$ cat src/rtl/calr_pkg.sv
// -----------------------------------------------------------------------------
// calr_pkg
// Shared definitions for the coeff_abs_level_remaining binarizer:
//   - calr_state_t    : bin sequencer states
//   - CALR_PREFIX_MAX : number of unary prefix ones before escaping to Exp-Golomb
//   - calr_clamp_k    : limits the Rice parameter to the largest legal value
// -----------------------------------------------------------------------------
package calr_pkg;

  typedef enum logic [2:0] {
    ST_IDLE      = 3'd0,
    ST_PREFIX    = 3'd1,
    ST_RICE_SUF  = 3'd2,
    ST_EG_PREFIX = 3'd3,
    ST_EG_SUF    = 3'd4
  } calr_state_t;

  localparam int unsigned CALR_PREFIX_MAX = 4;

  // Saturate the Rice parameter at max_k.
  function automatic logic [3:0] calr_clamp_k(input logic [3:0] k, input logic [3:0] max_k);
    logic [3:0] res;
    if (k > max_k) begin
      res = max_k;
    end else begin
      res = k;
    end
    return res;
  endfunction

endpackage

$ cat src/rtl/calr_egk_gen.sv
// -----------------------------------------------------------------------------
// calr_egk_gen
// Exp-Golomb bin sequencer used for the escape part of the code.
// Loaded with the remainder v and start order j when a symbol is captured; the
// parent then steps it once per accepted bin.
//   clk, rst     : clock, asynchronous active-high reset
//   load         : capture load_v / load_j (symbol capture)
//   load_v       : remainder to code
//   load_j       : starting order (k+1)
//   in_suf       : parent is in the suffix phase (0 = prefix phase)
//   adv          : current bin accepted, step to next bin
//   eg_bin       : current bin value
//   eg_pre_end   : current bin is the terminating 0 of the prefix
//   eg_suf_last  : current bin is the last suffix bin
// -----------------------------------------------------------------------------
module calr_egk_gen #(
  parameter int AW = 22,
  parameter int JW = 5
) (
  input  logic          clk,
  input  logic          rst,
  input  logic          load,
  input  logic [AW-1:0] load_v,
  input  logic [JW-1:0] load_j,
  input  logic          in_suf,
  input  logic          adv,
  output logic          eg_bin,
  output logic          eg_pre_end,
  output logic          eg_suf_last
);

  logic [AW-1:0] v_r;
  logic [JW-1:0] j_r;
  logic [JW-1:0] idx_r;
  logic [AW-1:0] pow_s;
  logic          ge_s;

  // Current bin decode: prefix emits 1 while v >= 2^j, suffix emits v MSB first.
  always_comb begin
    pow_s       = {{(AW-1){1'b0}}, 1'b1} << j_r;
    ge_s        = (v_r >= pow_s);
    eg_pre_end  = ~ge_s & ~in_suf;
    eg_suf_last = in_suf & (idx_r == {JW{1'b0}});
    if (in_suf) begin
      eg_bin = v_r[idx_r];
    end else begin
      eg_bin = ge_s;
    end
  end

  // Remainder / order / suffix index registers.
  always_ff @(posedge clk or posedge rst) begin
    if (rst) begin
      v_r   <= {AW{1'b0}};
      j_r   <= {JW{1'b0}};
      idx_r <= {JW{1'b0}};
    end else if (load) begin
      v_r   <= load_v;
      j_r   <= load_j;
      idx_r <= {JW{1'b0}};
    end else if (adv) begin
      if (in_suf) begin
        idx_r <= idx_r - {{(JW-1){1'b0}}, 1'b1};
      end else if (ge_s) begin
        v_r <= v_r - pow_s;
        j_r <= j_r + {{(JW-1){1'b0}}, 1'b1};
      end else begin
        // Prefix terminator accepted: suffix carries j bits, MSB first.
        idx_r <= j_r - {{(JW-1){1'b0}}, 1'b1};
      end
    end
  end

endmodule

$ cat src/rtl/calr_bin_stream.sv
// -----------------------------------------------------------------------------
// calr_bin_stream
// Binarizes coeff_abs_level_remaining into a bin stream: a truncated unary
// prefix (up to CALR_PREFIX_MAX ones) followed either by a k-bit Rice suffix or,
// for large values, an Exp-Golomb order k+1 escape. One bin per cycle with a
// valid/ready handshake on both sides.
//   clk, rst      : clock, asynchronous active-high reset
//   in_valid      : symbol offered
//   in_ready      : block idle and able to accept a symbol
//   calr_value    : coeff_abs_level_remaining value
//   c_rice_param  : Rice parameter k (clamped to MAX_RICE)
//   bin_valid     : bin presented
//   bin_ready     : downstream accepts bin
//   bin           : current bin value
//   bin_last      : current bin is final bin of the symbol
// Optional (macro CALR_PACKED_OUT_EN):
//   bin_string    : accumulated bins, first bin in MSB of the used field
//   bin_length    : number of bins in bin_string
//   done          : one-cycle pulse after the last bin is accepted
// -----------------------------------------------------------------------------
module calr_bin_stream
  import calr_pkg::*;
#(
  parameter int VALUE_WIDTH = 16,
  parameter int MAX_RICE    = 4,
  parameter int MAX_BINS    = 2*VALUE_WIDTH+8
) (
  input  logic                   clk,
  input  logic                   rst,
  input  logic                   in_valid,
  output logic                   in_ready,
  input  logic [VALUE_WIDTH-1:0] calr_value,
  input  logic [3:0]             c_rice_param,
  output logic                   bin_valid,
  input  logic                   bin_ready,
  output logic                   bin,
  output logic                   bin_last
`ifdef CALR_PACKED_OUT_EN
  ,
  output logic [MAX_BINS-1:0]            bin_string,
  output logic [$clog2(MAX_BINS+1)-1:0]  bin_length,
  output logic                           done
`endif
);

  localparam int AW = VALUE_WIDTH + MAX_RICE + 2;
  localparam int JW = $clog2(AW + 1);

  calr_state_t   state_r, state_s;
  logic [AW-1:0] value_r;
  logic [3:0]    k_r;
  logic [3:0]    cnt_r, cnt_s;

  logic [3:0]    k_in_s;
  logic [AW-1:0] value_in_s;
  logic [AW-1:0] eg_v_s;
  logic [JW-1:0] eg_j_s;
  logic [AW-1:0] q_s;
  logic          q_small_s;
  logic          pre_end_s;
  logic          capture_s;
  logic          hs_s;
  logic          eg_bin_s;
  logic          eg_pre_end_s;
  logic          eg_suf_last_s;

  // Input-side derived values: clamped k, escape remainder and start order.
  always_comb begin
    k_in_s     = calr_clamp_k(c_rice_param, 4'(MAX_RICE));
    value_in_s = {{(AW-VALUE_WIDTH){1'b0}}, calr_value};
    // Only consumed when value >> k >= CALR_PREFIX_MAX, so never underflows there.
    eg_v_s     = value_in_s - (AW'(CALR_PREFIX_MAX) << k_in_s);
    eg_j_s     = JW'(k_in_s) + {{(JW-1){1'b0}}, 1'b1};
    in_ready   = (state_r == ST_IDLE) & ~rst;
    capture_s  = in_valid & in_ready;
    hs_s       = bin_valid & bin_ready;
    q_s        = value_r >> k_r;
    q_small_s  = (q_s < AW'(CALR_PREFIX_MAX));
  end

  // Next-state and bin output decode.
  always_comb begin
    state_s   = state_r;
    cnt_s     = cnt_r;
    bin_valid = 1'b0;
    bin       = 1'b0;
    bin_last  = 1'b0;
    pre_end_s = 1'b0;
    case (state_r)
      ST_IDLE: begin
        if (capture_s) begin
          state_s = ST_PREFIX;
          cnt_s   = 4'd0;
        end else begin
          state_s = ST_IDLE;
        end
      end
      ST_PREFIX: begin
        bin_valid = 1'b1;
        if (q_small_s) begin
          // q ones then a terminating zero.
          bin       = (cnt_r < q_s[3:0]);
          pre_end_s = (cnt_r == q_s[3:0]);
        end else begin
          bin       = 1'b1;
          pre_end_s = (cnt_r == 4'(CALR_PREFIX_MAX - 1));
        end
        bin_last = pre_end_s & q_small_s & (k_r == 4'd0);
        if (hs_s) begin
          if (pre_end_s) begin
            if (!q_small_s) begin
              state_s = ST_EG_PREFIX;
            end else if (k_r == 4'd0) begin
              state_s = ST_IDLE;
            end else begin
              state_s = ST_RICE_SUF;
              cnt_s   = k_r - 4'd1;
            end
          end else begin
            cnt_s = cnt_r + 4'd1;
          end
        end else begin
          state_s = ST_PREFIX;
        end
      end
      ST_RICE_SUF: begin
        bin_valid = 1'b1;
        bin       = value_r[cnt_r];
        bin_last  = (cnt_r == 4'd0);
        if (hs_s) begin
          if (bin_last) begin
            state_s = ST_IDLE;
          end else begin
            cnt_s = cnt_r - 4'd1;
          end
        end else begin
          state_s = ST_RICE_SUF;
        end
      end
      ST_EG_PREFIX: begin
        bin_valid = 1'b1;
        bin       = eg_bin_s;
        if (hs_s && eg_pre_end_s) begin
          state_s = ST_EG_SUF;
        end else begin
          state_s = ST_EG_PREFIX;
        end
      end
      ST_EG_SUF: begin
        bin_valid = 1'b1;
        bin       = eg_bin_s;
        bin_last  = eg_suf_last_s;
        if (hs_s && eg_suf_last_s) begin
          state_s = ST_IDLE;
        end else begin
          state_s = ST_EG_SUF;
        end
      end
      default: begin
        state_s = ST_IDLE;
      end
    endcase
  end

  // State, symbol and bin counter registers.
  always_ff @(posedge clk or posedge rst) begin
    if (rst) begin
      state_r <= ST_IDLE;
      value_r <= {AW{1'b0}};
      k_r     <= 4'd0;
      cnt_r   <= 4'd0;
    end else begin
      state_r <= state_s;
      cnt_r   <= cnt_s;
      if (capture_s) begin
        value_r <= value_in_s;
        k_r     <= k_in_s;
      end
    end
  end

  calr_egk_gen #(
    .AW (AW),
    .JW (JW)
  ) u_egk (
    .clk         (clk),
    .rst         (rst),
    .load        (capture_s),
    .load_v      (eg_v_s),
    .load_j      (eg_j_s),
    .in_suf      (state_r == ST_EG_SUF),
    .adv         (hs_s & ((state_r == ST_EG_PREFIX) | (state_r == ST_EG_SUF))),
    .eg_bin      (eg_bin_s),
    .eg_pre_end  (eg_pre_end_s),
    .eg_suf_last (eg_suf_last_s)
  );

`ifdef CALR_PACKED_OUT_EN
  localparam int LW = $clog2(MAX_BINS + 1);

  // Packed copy of the symbol: shifted in per accepted bin, cleared on capture.
  always_ff @(posedge clk or posedge rst) begin
    if (rst) begin
      bin_string <= {MAX_BINS{1'b0}};
      bin_length <= {LW{1'b0}};
      done       <= 1'b0;
    end else if (capture_s) begin
      bin_string <= {MAX_BINS{1'b0}};
      bin_length <= {LW{1'b0}};
      done       <= 1'b0;
    end else begin
      done <= hs_s & bin_last;
      if (hs_s) begin
        bin_string <= {bin_string[MAX_BINS-2:0], bin};
        bin_length <= bin_length + {{(LW-1){1'b0}}, 1'b1};
      end
    end
  end
`endif

endmodule

$ cat config.mk
export PLATFORM = sky130hd
export DESIGN_NAME = calr_bin_stream
export DESIGN_NICKNAME = d
export VERILOG_FILES = /design/src/rtl/calr_pkg.sv /design/src/rtl/calr_egk_gen.sv /design/src/rtl/calr_bin_stream.sv
export SDC_FILE = /design/constraint.sdc
export NUM_CORES = 1
export LEC_CHECK = 0
export BUFFER_PORTS_ARGS = -buffer_cell sky130_fd_sc_hd__buf_2
export CAP_MARGIN = 40
export CORE_UTILIZATION = 63
export DETAILED_ROUTE_END_ITERATION = 8
export PLACE_DENSITY = 0.77
export SYNTH_ARGS = -nofsm -noshare
export SYNTH_HDL_FRONTEND = slang
export SYNTH_SLANG_ARGS = --single-unit
export TNS_END_PERCENT = 10
$ cat constraint.sdc
create_clock -name clk -period 5.8 [get_ports clk]
set_input_delay 0.58 -clock clk [delete_from_list [all_inputs] [get_ports clk]]
set_output_delay 0.58 -clock clk [all_outputs]
set_load 0.03 [all_outputs]
After elaboration in Yosys (flattened, before gate mapping)
Index checks and enable logic that the tools add are counted.

cells by class
  shifts and indexed selects = 3
  equality and inequality tests = 16
  order comparisons = 6
  mux-type cells = 42
  reduce and logical (&&, ||, !) cells = 15
  add/sub/neg operators = 9
  multiply operators = 0
  divide/modulo/power cells = 0
  bitwise logic cells = 12

operator list
  kind                                                 number
  two-way mux 22 bit                                   4
  two-way mux 5 bit                                    8
  two-way mux 4 bit                                    8
  >= comparator 22 bit                                 1
  < comparator 22 x 3 -> 1 bit, second input constant  1
  << shifter 1 x 5 -> 22 bit, first input constant     1
  << shifter 3 x 4 -> 22 bit, first input constant     1
  right shift 16 x 4 -> 22 bit                         1
  subtractor 16 x 22 -> 22 bit                         1
  subtractor 22 bit                                    1
  two-way mux 3 bit                                    6
  case mux 3 bit (5 select lines)                      1
  inequality test 3 bit, second input constant         4
  case mux 4 bit (3 select lines)                      1
  inequality test 2 bit, second input constant         5
  subtractor 5 x 1 -> 5 bit, second input constant     2
  AND 1 bit                                            8
  logical NOT 4 bit                                    2
  two-way mux 1 bit                                    8
  subtractor 4 x 1 -> 4 bit, second input constant     2
  AND reduction 7 bit                                  1
  == test 3 x 2 -> 1 bit, second input constant        2
  < comparator 4 x 6 -> 1 bit, second input constant   1
  < comparator 5 x 6 -> 1 bit, second input constant   1
  other kinds (25)                                     32

word-level totals
  input bits = 24
  bits in read-only memories = 0
  memories = 0
  RAM bits = 0
  logic and storage cells = 110
  flip-flop bits (word level) = 59
  output and inout port bits = 4
  latch bits = 0

Logic depth before layout (Yosys ltp)
Gate-level depths: netlist of run 1.

  depth after elaboration = 7
  gate-level depth with buffers = 17
  gate-level depth less buffers = 13

Modules after synthesis
A second synthesis of run 1 with hierarchy kept.

unflattened totals
  cell total of the unflattened synthesis = 764
  area, all modules = 6459.9 µm²

by module, submodules not included
  module           area an instance (µm²)  instances  cells each
  calr_egk_gen     3463.3                  1          426
  calr_bin_stream  2996.6                  1          338

Worst setup path after synthesis of run 1
OpenSTA, ideal clock, no wires.

  path type = register to output
  start = reg k_r[1]
  end = out bin
  path slack = 2.023 ns
  cell stages (with the launch flop) = 14
  data arrival time = 3.197 ns
  required time = 5.220 ns
  path buffers = 3
  cells stage by stage = dfrtp_1 buf_2 clkbuf_1 clkbuf_1 mux4_2 mux4_2 inv_1 ha_1 nor2b_1 o21ai_0 nand2b_1 a21oi_1 nor3_1 o221ai_1

between the ends
  longest elaborated chain between the ends = 4
  elaborated cells between the ends (all ways) = 5
  those cells by class = order compare (2); shift (1); mux (2)

ends and longest elaborated chain
  element                                                             RTL line                                       text
  start, declared                                                     calr_bin_stream.sv:51                          logic [3:0] k_r;
  start signal, assigned                                              calr_bin_stream.sv:177                         k_r <= k_in_s;
  right shift 16 x 4 -> 22 bit *                                      calr_bin_stream.sv:77                          q_s = value_r >> k_r;
  < comparator 22 x 3 -> 1 bit or < comparator 4 bit (tied branches)  calr_bin_stream.sv:78, calr_bin_stream.sv:102
  two-way mux 1 bit *                                                 calr_bin_stream.sv:100                         if (q_small_s) begin
  case mux 1 bit (3 select lines) *                                   calr_bin_stream.sv:89                          case (state_r)
  end, declared                                                       calr_bin_stream.sv:36                          output logic bin,

Mark *: on every way between the ends. The rest lies on a longest branch, timed or not.

Worst setup path in the final report of run 1
  start = reg u_egk.j_r[2]
  end = out bin

between the ends
  longest elaborated chain between the ends = 4

ends and longest elaborated chain
  element                          RTL line               text
  start, declared                  calr_egk_gen.sv:33     logic [JW-1:0] j_r;
  start signal, assigned           calr_egk_gen.sv:55     j_r <= {JW{1'b0}};
  start signal, assigned           calr_egk_gen.sv:59     j_r <= load_j;
  start signal, assigned           calr_egk_gen.sv:66     j_r <= j_r + {{(JW-1){1'b0}}, 1'b1};
  << shifter 1 x 5 -> 22 bit       calr_egk_gen.sv:40     pow_s = {{(AW-1){1'b0}}, 1'b1} << j_r;
  >= comparator 22 bit             calr_egk_gen.sv:41     ge_s = (v_r >= pow_s);
  two-way mux 1 bit                calr_egk_gen.sv:44     if (in_suf) begin
  case mux 1 bit (3 select lines)  calr_bin_stream.sv:89

Every way passes these cells.

==> results of run 1 <==
[worst max-delay path: cells and delay by family (launching register included)]
kind / cells / cell delay, ps
adder cells (fa/ha/maj): 1 / 370
buffers and inverters: 2 / 380
AND/OR/NAND/NOR: 4 / 1270
AO/OA/AOI/OAI: 4 / 950
flip-flops: 1 / 470
[final cells by class]
class / instances / area, µm² / area share
Inverter: 27 / 101 / 0.0159
Timing Repair Buffer: 32 / 205 / 0.0321
Clock inverter: 7 / 61.3 / 0.00959
Sequential cell: 59 / 1480 / 0.231
Tap cell: 129 / 161 / 0.0252
Multi-Input combinational cell: 598 / 4260 / 0.667
Clock buffer: 9 / 124 / 0.0194
[report_power, final]
group / switching [mW] / internal, mW / leakage [nW]
sequential: 0.345 / 0.596 / 0.733
combinational: 1.37 / 1.12 / 1.90
clock: 0.205 / 0.162 / 0.0884
total: 1.92 / 1.87 / 2.73
[how the worst max path moves through the flow]
stage	from	to	slack, ps
2_1_floorplan	k_r[1]$_DFFE_PP0P_	bin	2020
3_3_place_gp	k_r[0]$_DFFE_PP0P_	bin	1880
3_5_place_dp	u_egk.j_r[2]$_DFFE_PP0P_	u_egk.j_r[1]$_DFFE_PP0P_	1860
4_1_cts	u_egk.j_r[2]$_DFFE_PP0P_	bin	1560
5_1_grt	u_egk.j_r[2]$_DFFE_PP0P_	bin	1220
6_report	u_egk.j_r[2]$_DFFE_PP0P_	bin	1420
[registers in the layout (all words and copies together), names as in the netlist]
| name | count |
|---|---|
| cnt_r | 4 |
| value_r | 16 |
| u_egk.v_r | 22 |
| k_r | 4 |
| state_r | 3 |
| u_egk.idx_r | 5 |
| u_egk.j_r | 5 |
[metal layers]
metal / up-vias / global-route usage / wire (µm)
li1: 2667 / - / -
met1: 2743 / 0.470 / 6830
met2: 294 / 0.548 / 7490
met3: 51 / 0.0647 / 1380
met4: 0 / 0.110 / 385
met5: - / 0 / 0
[per-stage QoR]
stage / setup slack [ps] / std cells / hold WS (ps) / utilization
after CTS: 1560 / 861 / 176 / 0.692
final: 1420 / 861 / 165 / 0.692
after floorplan: 2020 / 730 / 459 / -
after global placement: 1880 / 843 / 490 / 0.667
after detailed placement: 1860 / 845 / 507 / 0.672
after global routing: 1220 / 861 / 178 / 0.692
[cells in the final DEF, fill, tap and decap left out, types with 4 or more instances in the layout]
cell type / count
nand2_1: 107
dfrtp_1: 59
nor2_1: 52
a21oi_1: 51
ha_1: 47
o21ai_0: 38
nand3_1: 28
nor3_1: 27
buf_2: 27
mux4_2: 26
inv_1: 25
xnor2_1: 17
xor2_1: 16
mux2i_1: 15
a211oi_1: 12
and3_1: 11
a21o_1: 9
conb_1: 9
clkbuf_8: 9
nand2b_1: 8
and2_1: 8
nor2b_1: 8
o21a_1: 7
o211ai_1: 7
nand4_1: 6
o31ai_1: 5
nor3b_1: 5
or3_1: 4
[cells by family after synthesis]
family	share of synthesized area
AOI/OAI and AO/OA	0.199
other	0.000625
buffers and inverters	0.0486
adders and majority gates	0.101
DFF	0.246
and+or+nand+nor	0.225
muxes	0.131
xor gates and xnor gates	0.0482
==> flow_metrics.env, run 1 <==
export IMPL_outcome="complete, no violations"
export IMPL_cp_cell_sequence="inv_1 > nor3_1 > nand2_1 > ha_1 > a21o_1 > nor3_1 > a211oi_1 > o2111a_1 > nor2_1 > o221ai_1 > buf_2"
export IMPL_synth_top_area_cell="dfrtp_1"
export IMPL_die_h_um=99.6
export IMPL_rrSetupSlack_ps=1710
export IMPL_postCtsSetupRepairBufs=0
export IMPL_critPathKind="flip-flop to output pin"
export IMPL_dieWidth_um=99.6
export IMPL_drv_cap=0
export IMPL_drv_slew=0
export IMPL_grt_max_degree=48
export IMPL_cts_root_buf="clkbuf_8"
export IMPL_cp_required_ps=5220
export IMPL_fin_tns_setup_ps=0
export IMPL_ys_types=71
export IMPL_slowest_stage="nor2_1"
export IMPL_overflow=0
export IMPL_drtAntennaViolNets=0
export IMPL_syn_inst=722
export IMPL_postCtsHoldBufs=0
export IMPL_synthTopCellsByCount="107 x nand2_1, 59 x dfrtp_1, 52 x nor2_1, 51 x a21oi_1, 47 x ha_1"
export IMPL_drt_iter0_markers=497
export IMPL_drive_gt1_frac=0.126
export IMPL_setup_violations=0
export IMPL_io_pins=28
export IMPL_hp_class="input port to asynchronous set/reset pin"
export IMPL_fin_nets=799
export IMPL_ys_seq_elements=59
export IMPL_p_leak_nw=2.73
export IMPL_first_global_vias=5443
export IMPL_yosysMostFrequentCell="nand2_1"
export IMPL_tightest_slew_ps=833
export IMPL_initial_core_util=0.649
export IMPL_clock_sinks=59
export IMPL_vias=5755
export IMPL_min_period_over_period=0.755
export IMPL_wl_per_cell_um=18.7
export IMPL_cts_resized=0
export IMPL_rsz0062_at_grt="false"
export IMPL_hold_violations=0
export IMPL_max_slew_margin=0.444
export IMPL_antenna_found_initial=0
export IMPL_cp_common_cell="nor3_1"
export IMPL_fin_crit_ps=4380
export IMPL_synth_top_area_frac=0.246
export IMPL_ys_warn_count=0
export IMPL_synthArstFlopShare=1.00
export IMPL_gp_congestion=1.01
export IMPL_final_cell_area_um2=6390
export IMPL_syn_area_um2=6000
export IMPL_synth_main_ff_cell="dfrtp_1"
export IMPL_end_kind="output pin"
export IMPL_track_usage=0.342
export IMPL_tritoncts="yes"
export IMPL_avgViaCountPerCell=6.68
export IMPL_ff2ff_path_depth=12
export IMPL_worstSkewPairLatency_ps=360
export IMPL_coreArea_um2=9240
export IMPL_clockBufferDepth=2
export IMPL_dpl_hpwl_um=12100
export IMPL_syn_avg_cell_area_um2=8.30
export IMPL_fmax_mhz=228
export IMPL_r2r_start="u_egk.j_r[2]$_DFFE_PP0P_"
export IMPL_die_area_um2=9910
export IMPL_arrival_ps=3800
export IMPL_yosysSeqAreaShare=0.246
export IMPL_h_tree_depth=3
export IMPL_cpPeakStageDelay_ps=490
export IMPL_irDropWorstVdd_v=0.000260
export IMPL_powerDensity_nw_per_um2=594
export IMPL_port_buffers=27
export IMPL_startpoint_type="flip-flop"
export IMPL_worstReg2RegEnd="u_egk.j_r[1]$_DFFE_PP0P_"
export IMPL_area_growth_pct=6.62
export IMPL_cp_max_fo=8
export IMPL_row_count=35
export IMPL_fin_skew_ps=14.9
export IMPL_p_total_mw=3.80
export IMPL_dr_pass1_iters=6
export IMPL_grt_pass1_wl_um=26500
export IMPL_path_clk_slew_ps=80
export IMPL_numCtsBuffers=9
export IMPL_netlist_top_cells_area="dfrtp_1 25%, ha_1 9.8%, mux4_2 9.8%"
export IMPL_n_antenna_cell=0
export IMPL_fill_cells=761
export IMPL_synth_edf_count=0
export IMPL_drt_total_wl_um=16100
export IMPL_placed_cell_area_um2=6210
export IMPL_drc=0
No activity file was read; power rests on OpenSTA's default activity.
==> inputs of run 2 (changes only) <==
CORE_UTILIZATION = 57   (was 63)
PLACE_DENSITY = 0.74   (was 0.77)
clock period = 4 ns   (was 5.8 ns; I/O delays follow)
==> flow_metrics.env, run 2 (synthesis results as in run 1) <==
export IMPL_drv_slew=0
export IMPL_postCtsHoldBufs=0
export IMPL_path_buf_inv=2
export IMPL_avgViaCountPerCell=6.47
export IMPL_grt_pass1_wl_um=27300
export IMPL_clock_sinks=59
export IMPL_cts_root_buf="clkbuf_8"
export IMPL_r2r_start="u_egk.j_r[2]$_DFFE_PP0P_"
export IMPL_cp_cell_sequence="inv_1 > nor2_1 > nand2_1 > ha_1 > and4_1 > nand2_1 > a211oi_2 > o2111a_1 > nor2_1 > o221ai_1 > buf_2"
export IMPL_path_clk_slew_ps=90
export IMPL_fin_skew_ps=11.0
export IMPL_final_common_cell="nand2_1"
export IMPL_critPathKind="flip-flop to output pin"
export IMPL_fill_cells=933
export IMPL_hold_violations=0
export IMPL_final_cell_mix="107 x nand2_1, 55 x dfrtp_1, 52 x nor2_1"
export IMPL_initial_core_util=0.583
export IMPL_overflow=0
export IMPL_drive_gt1_frac=0.140
export IMPL_cts_resized=2
export IMPL_largest_reg_flops=22
export IMPL_clockBufferDepth=2
export IMPL_die_h_um=105
export IMPL_reg_top3="u_egk.v_r (22), value_r (16)"
export IMPL_irDropWorstVdd_v=0.000477
export IMPL_slowest_stage="ha_1"
export IMPL_arrival_ps=3470
export IMPL_port_buffers=27
export IMPL_worstSkewPairLatency_ps=350
export IMPL_drtAntennaViolNets=0
export IMPL_max_slew_margin=0.516
export IMPL_fmax_mhz=258
export IMPL_cpPeakStageDelay_ps=460
export IMPL_cp_max_fo=9
export IMPL_track_usage=0.314
export IMPL_ff2ff_path_depth=11
export IMPL_gp_congestion=0.959
export IMPL_drt_total_wl_um=16500
export IMPL_antenna_found_initial=0
export IMPL_area_growth_pct=7.97
export IMPL_vias=5641
export IMPL_dr_pass1_iters=5
export IMPL_dp_cells=856
export IMPL_rsz0062_at_grt="true"
export IMPL_wl_per_cell_um=18.9
export IMPL_worstReg2RegEnd="u_egk.j_r[1]$_DFFE_PP0P_"
export IMPL_tightest_slew_ps=724
export IMPL_drt_iter0_markers=525
export IMPL_outcome="complete, no violations"
export IMPL_dpl_hpwl_um=12600
export IMPL_die_area_um2=10900
export IMPL_fin_nets=803
export IMPL_n_antenna_cell=0
export IMPL_cp_required_ps=3600
export IMPL_postCtsSetupRepairBufs=0
export IMPL_numCtsBuffers=9
export IMPL_first_global_vias=5462
export IMPL_row_count=37
export IMPL_setup_ws_ps=129
export IMPL_hp_class="input port to asynchronous set/reset pin"
export IMPL_drv_cap=0
export IMPL_fin_cells=872
export IMPL_io_pins=28
export IMPL_top_register="u_egk.v_r"
export IMPL_fin_tns_setup_ps=0
export IMPL_fin_crit_ps=3870
export IMPL_coreArea_um2=10300
export IMPL_h_tree_depth=3
export IMPL_powerDensity_nw_per_um2=869
export IMPL_tritoncts="yes"
export IMPL_drc=0
export IMPL_dieWidth_um=105
export IMPL_p_leak_nw=2.76
export IMPL_p_total_mw=5.63
export IMPL_setup_violations=0
export IMPL_min_period_over_period=0.968
export IMPL_rrSetupSlack_ps=250
export IMPL_startpoint_type="flip-flop"
export IMPL_end_kind="output pin"
export IMPL_pre_cts_ws_ps=208
export IMPL_crit_family="simple AND/OR/NAND/NOR gates"
export IMPL_grt_max_degree=42
## run 2: changes by cell type in the layout (fill, tap and decap cells not counted), sizes merged
cell / delta
inv: -3
bufinv: +2
clkinvlp: -1
clkinv: +2
buf: +4
## run 2: worst max path at each step
| stage | from | slack (ps) | cells past startpoint | to |
|---|---|---|---|---|
| 6_report | u_egk.j_r[0]$_DFFE_PP0P_ | 130 | 11 | bin |
| 5_1_grt | u_egk.j_r[2]$_DFFE_PP0P_ | -20 | 13 | u_egk.v_r[6]$_DFFE_PP0P_ |
| 4_1_cts | k_r[0]$_DFFE_PP0P_ | 6 | 11 | bin |
| 3_5_place_dp | k_r[0]$_DFFE_PP0P_ | 210 | 10 | cnt_r[3]$_DFFE_PP0P_ |
| 3_3_place_gp | k_r[0]$_DFFE_PP0P_ | 320 | 10 | cnt_r[3]$_DFFE_PP0P_ |
| 2_1_floorplan | k_r[0]$_DFFE_PP0P_ | 240 | 14 | cnt_r[3]$_DFFE_PP0P_ |
## run 2: layout make-up
class	count	area [µm²]	area share
inverter	27	101	0.0157
sequential	59	1480	0.229
timing repair buffer	36	215	0.0332
multi-input combinational	598	4280	0.661
clock inverter	7	103	0.0158
clock buffer	9	124	0.0191
tap	136	170	0.0263
## run 2: power by group
part / internal [mW] / switching, mW
registers: 0.868 / 0.520
logic: 1.63 / 1.98
clock network: 0.355 / 0.282
total: 2.85 / 2.78
## run 2: stage by stage
step	hold slack, ps	utilization	area [µm²]
floorplan	459	-	6030
global placement	503	0.606	6230
detailed placement	518	0.606	6230
CTS	151	0.628	6460
global route	182	0.630	6470
finish	126	0.630	6470
## run 2: routing by layer
layer  wire length [µm]  global-route usage  up-vias  part of all wire
met4                405               0.121        0             0.025
li1                   -                   -     2665                 -
met3               1120              0.0462       35             0.068
met5                  0                   0        -                 0
met1               7170               0.421     2693              0.43
met2               7810               0.514      248              0.47
==> inputs of run 3 (changes only) <==
CORE_UTILIZATION = 58   (was 57)
PLACE_DENSITY = 0.75   (was 0.74)
SYNTH_HIERARCHICAL = 1   (was default)
==> flow_metrics.env, run 3 <==
export IMPL_outcome="finished with violations"
export IMPL_failed_checks="negative setup slack"
export IMPL_grt_pass1_wl_um=29400
export IMPL_top_register="u_egk/v_r"
export IMPL_fmax_mhz=248
export IMPL_p_sw_mw=3.24
export IMPL_drive_gt1_frac=0.203
export IMPL_swShare=0.497
export IMPL_synth_main_ff_cell="dfrtp_1"
export IMPL_initial_core_util=0.596
export IMPL_clock_sinks=59
export IMPL_die_h_um=108
export IMPL_slowest_stage="or4_4"
export IMPL_clockBufferDepth=2
export IMPL_final_common_cell="nand2_1"
export IMPL_drt_iter0_markers=501
export IMPL_synth_top_area_cell="dfrtp_1"
export IMPL_drt_total_wl_um=17900
export IMPL_netlist_top_cells_area="dfrtp_1 23%, ha_1 11%, mux4_2 8.4%"
export IMPL_p_int_mw=3.27
export IMPL_final_cell_mix="93 x nand2_1, 59 x nor2_1, 57 x dfrtp_1"
export IMPL_final_cell_area_um2=7310
export IMPL_first_global_vias=5951
export IMPL_cp_max_fo=6
export IMPL_powerDensity_nw_per_um2=890
export IMPL_yosysSeqAreaShare=0.229
export IMPL_arrival_ps=3630
export IMPL_synth_edf_count=0
export IMPL_wl_per_cell_um=18.8
export IMPL_ys_seq_elements=59
export IMPL_cp_required_ps=3600
export IMPL_port_buffers=27
export IMPL_largest_reg_flops=22
export IMPL_placed_cell_area_um2=6840
export IMPL_cpPeakStageDelay_ps=530
export IMPL_area_growth_pct=13.2
export IMPL_io_pins=28
export IMPL_synthArstFlopShare=1.00
export IMPL_drv_slew=0
export IMPL_synthTopCellsByCount="93 x nand2_1, 59 x dfrtp_1, 59 x nor2_1, 57 x ha_1, 40 x inv_1"
export IMPL_vias=6116
export IMPL_path_clk_slew_ps=70
export IMPL_post_route_util=0.675
export IMPL_grt_max_degree=43
export IMPL_ys_warn_count=6
export IMPL_fin_nets=888
export IMPL_dp_cells=925
export IMPL_fin_cells=951
export IMPL_row_count=38
export IMPL_hp_class="input port to asynchronous set/reset pin"
export IMPL_cp_cell_sequence="buf_4 > ha_2 > ha_2 > nand2_1 > ha_4 > a21oi_2 > o21ai_2 > a211oi_2 > or4_4 > and2_4 > nor2b_4 > a21oi_2 > nand3_1 > o31ai_2 > a21oi_1 > o21ai_1 > buf_4"
export IMPL_overflow=0
export IMPL_tritoncts="yes"
export IMPL_path_buf_inv=2
export IMPL_startpoint="u_egk/j_r[1]$_DFFE_PP0P_"
export IMPL_gp_congestion=0.946
export IMPL_p_leak_nw=2.94
export IMPL_coreArea_um2=10800
export IMPL_clkPwrFrac=0.076
export IMPL_drtAntennaViolNets=0
export IMPL_hold_violations=0
export IMPL_drc=0
export IMPL_reg_top3="u_egk/v_r (22), value_r (16)"
export IMPL_p_seq_frac=0.220
export IMPL_setup_ws_ps=-25.6
export IMPL_synth_top_area_frac=0.229
export IMPL_avgViaCountPerCell=6.43
export IMPL_dieWidth_um=108
export IMPL_combPwrFrac=0.705
export IMPL_h_tree_depth=3
export IMPL_min_period_over_period=1.01
export IMPL_irDropWorstVdd_v=0.000596
export IMPL_drv_cap=0
export IMPL_critPathKind="flip-flop to output pin"
export IMPL_dpl_hpwl_um=13800
export IMPL_track_usage=0.326
export IMPL_regArea_um2=1480
export IMPL_tightest_slew_ps=910
export IMPL_end_kind="output pin"
export IMPL_syn_area_um2=6460
export IMPL_dr_pass1_iters=5
export IMPL_yosysMostFrequentCell="nand2_1"
export IMPL_fin_skew_ps=11.0
export IMPL_antenna_found_initial=0
export IMPL_crit_family="simple AND/OR/NAND/NOR gates"
export IMPL_die_area_um2=11600
export IMPL_numCtsBuffers=9
export IMPL_syn_avg_cell_area_um2=8.46
export IMPL_r2r_start="u_egk/j_r[0]$_DFFE_PP0P_"
export IMPL_rsz0062_at_grt="true"
export IMPL_syn_inst=764
export IMPL_worstSkewPairLatency_ps=350
export IMPL_setup_violations=1
export IMPL_cts_root_buf="clkbuf_8"
export IMPL_max_slew_margin=0.390
export IMPL_n_antenna_cell=0
export IMPL_fill_cells=900
export IMPL_ys_types=80
export IMPL_fin_crit_ps=4030
export IMPL_startpoint_type="flip-flop"
export IMPL_multi_input_area_um2=4840
[run 3: power by group through the flow]
stage	logic, mW	registers [mW]	clock network (mW)
floorplan	3.37	1.07	0
global placement	4.03	1.37	0
detailed placement	4.14	1.38	0
CTS	4.26	1.38	0.503
global route	5.02	1.48	0.527
finish	4.59	1.43	0.493
[run 3: stage by stage]
step	power (mW)	worst slack [ps]	setup TNS [ps]	hold WS (ps)
5_1_grt	7.02	-158	-165	45.0
4_1_cts	6.15	1.25	0	31.3
3_5_place_dp	5.52	56.9	0	406
2_1_floorplan	4.44	147	0	453
3_3_place_gp	5.40	158	0	504
6_report	6.51	-25.6	-25.6	31.9
[run 3: repair_timing]
| action | 4_1_cts | 5_1_grt |
|---|---|---|
| setup endpoints to repair | 2 | 2 |
| pin swaps | 4 | 10 |
| hold buffers | 0 | 0 |
| setup buffers | 3 | 7 |
| resized for setup | 16 | 32 |
[run 3: path summary, 6_finish.rpt]
kind                                                  end  slack, ps  cells after the start
worst max-delay path                                  bin        -30                     17
worst min-delay path               state_r[1]$_DFFE_PP0P_         30                      2
worst max register to register  u_egk/v_r[21]$_DFFE_PP0P_        490                     14
worst min register to register     value_r[0]$_DFFE_PP0P_        520                      1
max in group asynchronous        u_egk/j_r[0]$_DFFE_PP0P_       3520                      3
min in group clk                   value_r[8]$_DFFE_PP0P_        300                      3
[run 3: final cells by class]
type / count / area share
clock buffer: 9 / 0.0169
clock inverter: 7 / 0.00753
inverter: 43 / 0.0221
multi-input combinational: 625 / 0.662
sequential: 59 / 0.203
tap: 140 / 0.0240
timing repair buffer: 68 / 0.0654
[run 3: worst reg2reg max path: stages (launching register included)]
cell      delay [ps]
dfrtp_2          450
inv_2             90
ha_1             200
nor2b_2          190
buf_4            130
nand2_1           80
ha_4             270
buf_4            130
nand3_1          100
nor3_1           200
o31ai_1          140
a211oi_1         760
nor3_1           150
o31ai_1          310
o311ai_0         170
[run 3: kinds of logic after synthesis]
kind of cell / after synthesis / synth area share
DFF: 59 / 0.229
buffers and inverters: 86 / 0.0587
other: 2 / 0.00116
and+or+nand+nor: 264 / 0.193
muxes: 69 / 0.157
adders and majority gates: 58 / 0.113
AOI/OAI and AO/OA: 201 / 0.215
xor gates and xnor gates: 25 / 0.0339
[run 3: layer usage]
metal	up-vias	wire length, µm	GRT usage
li1	2905	-	-
met1	2941	8130	0.452
met2	233	8280	0.522
met3	37	1090	0.0478
met4	0	418	0.103
met5	-	0	0
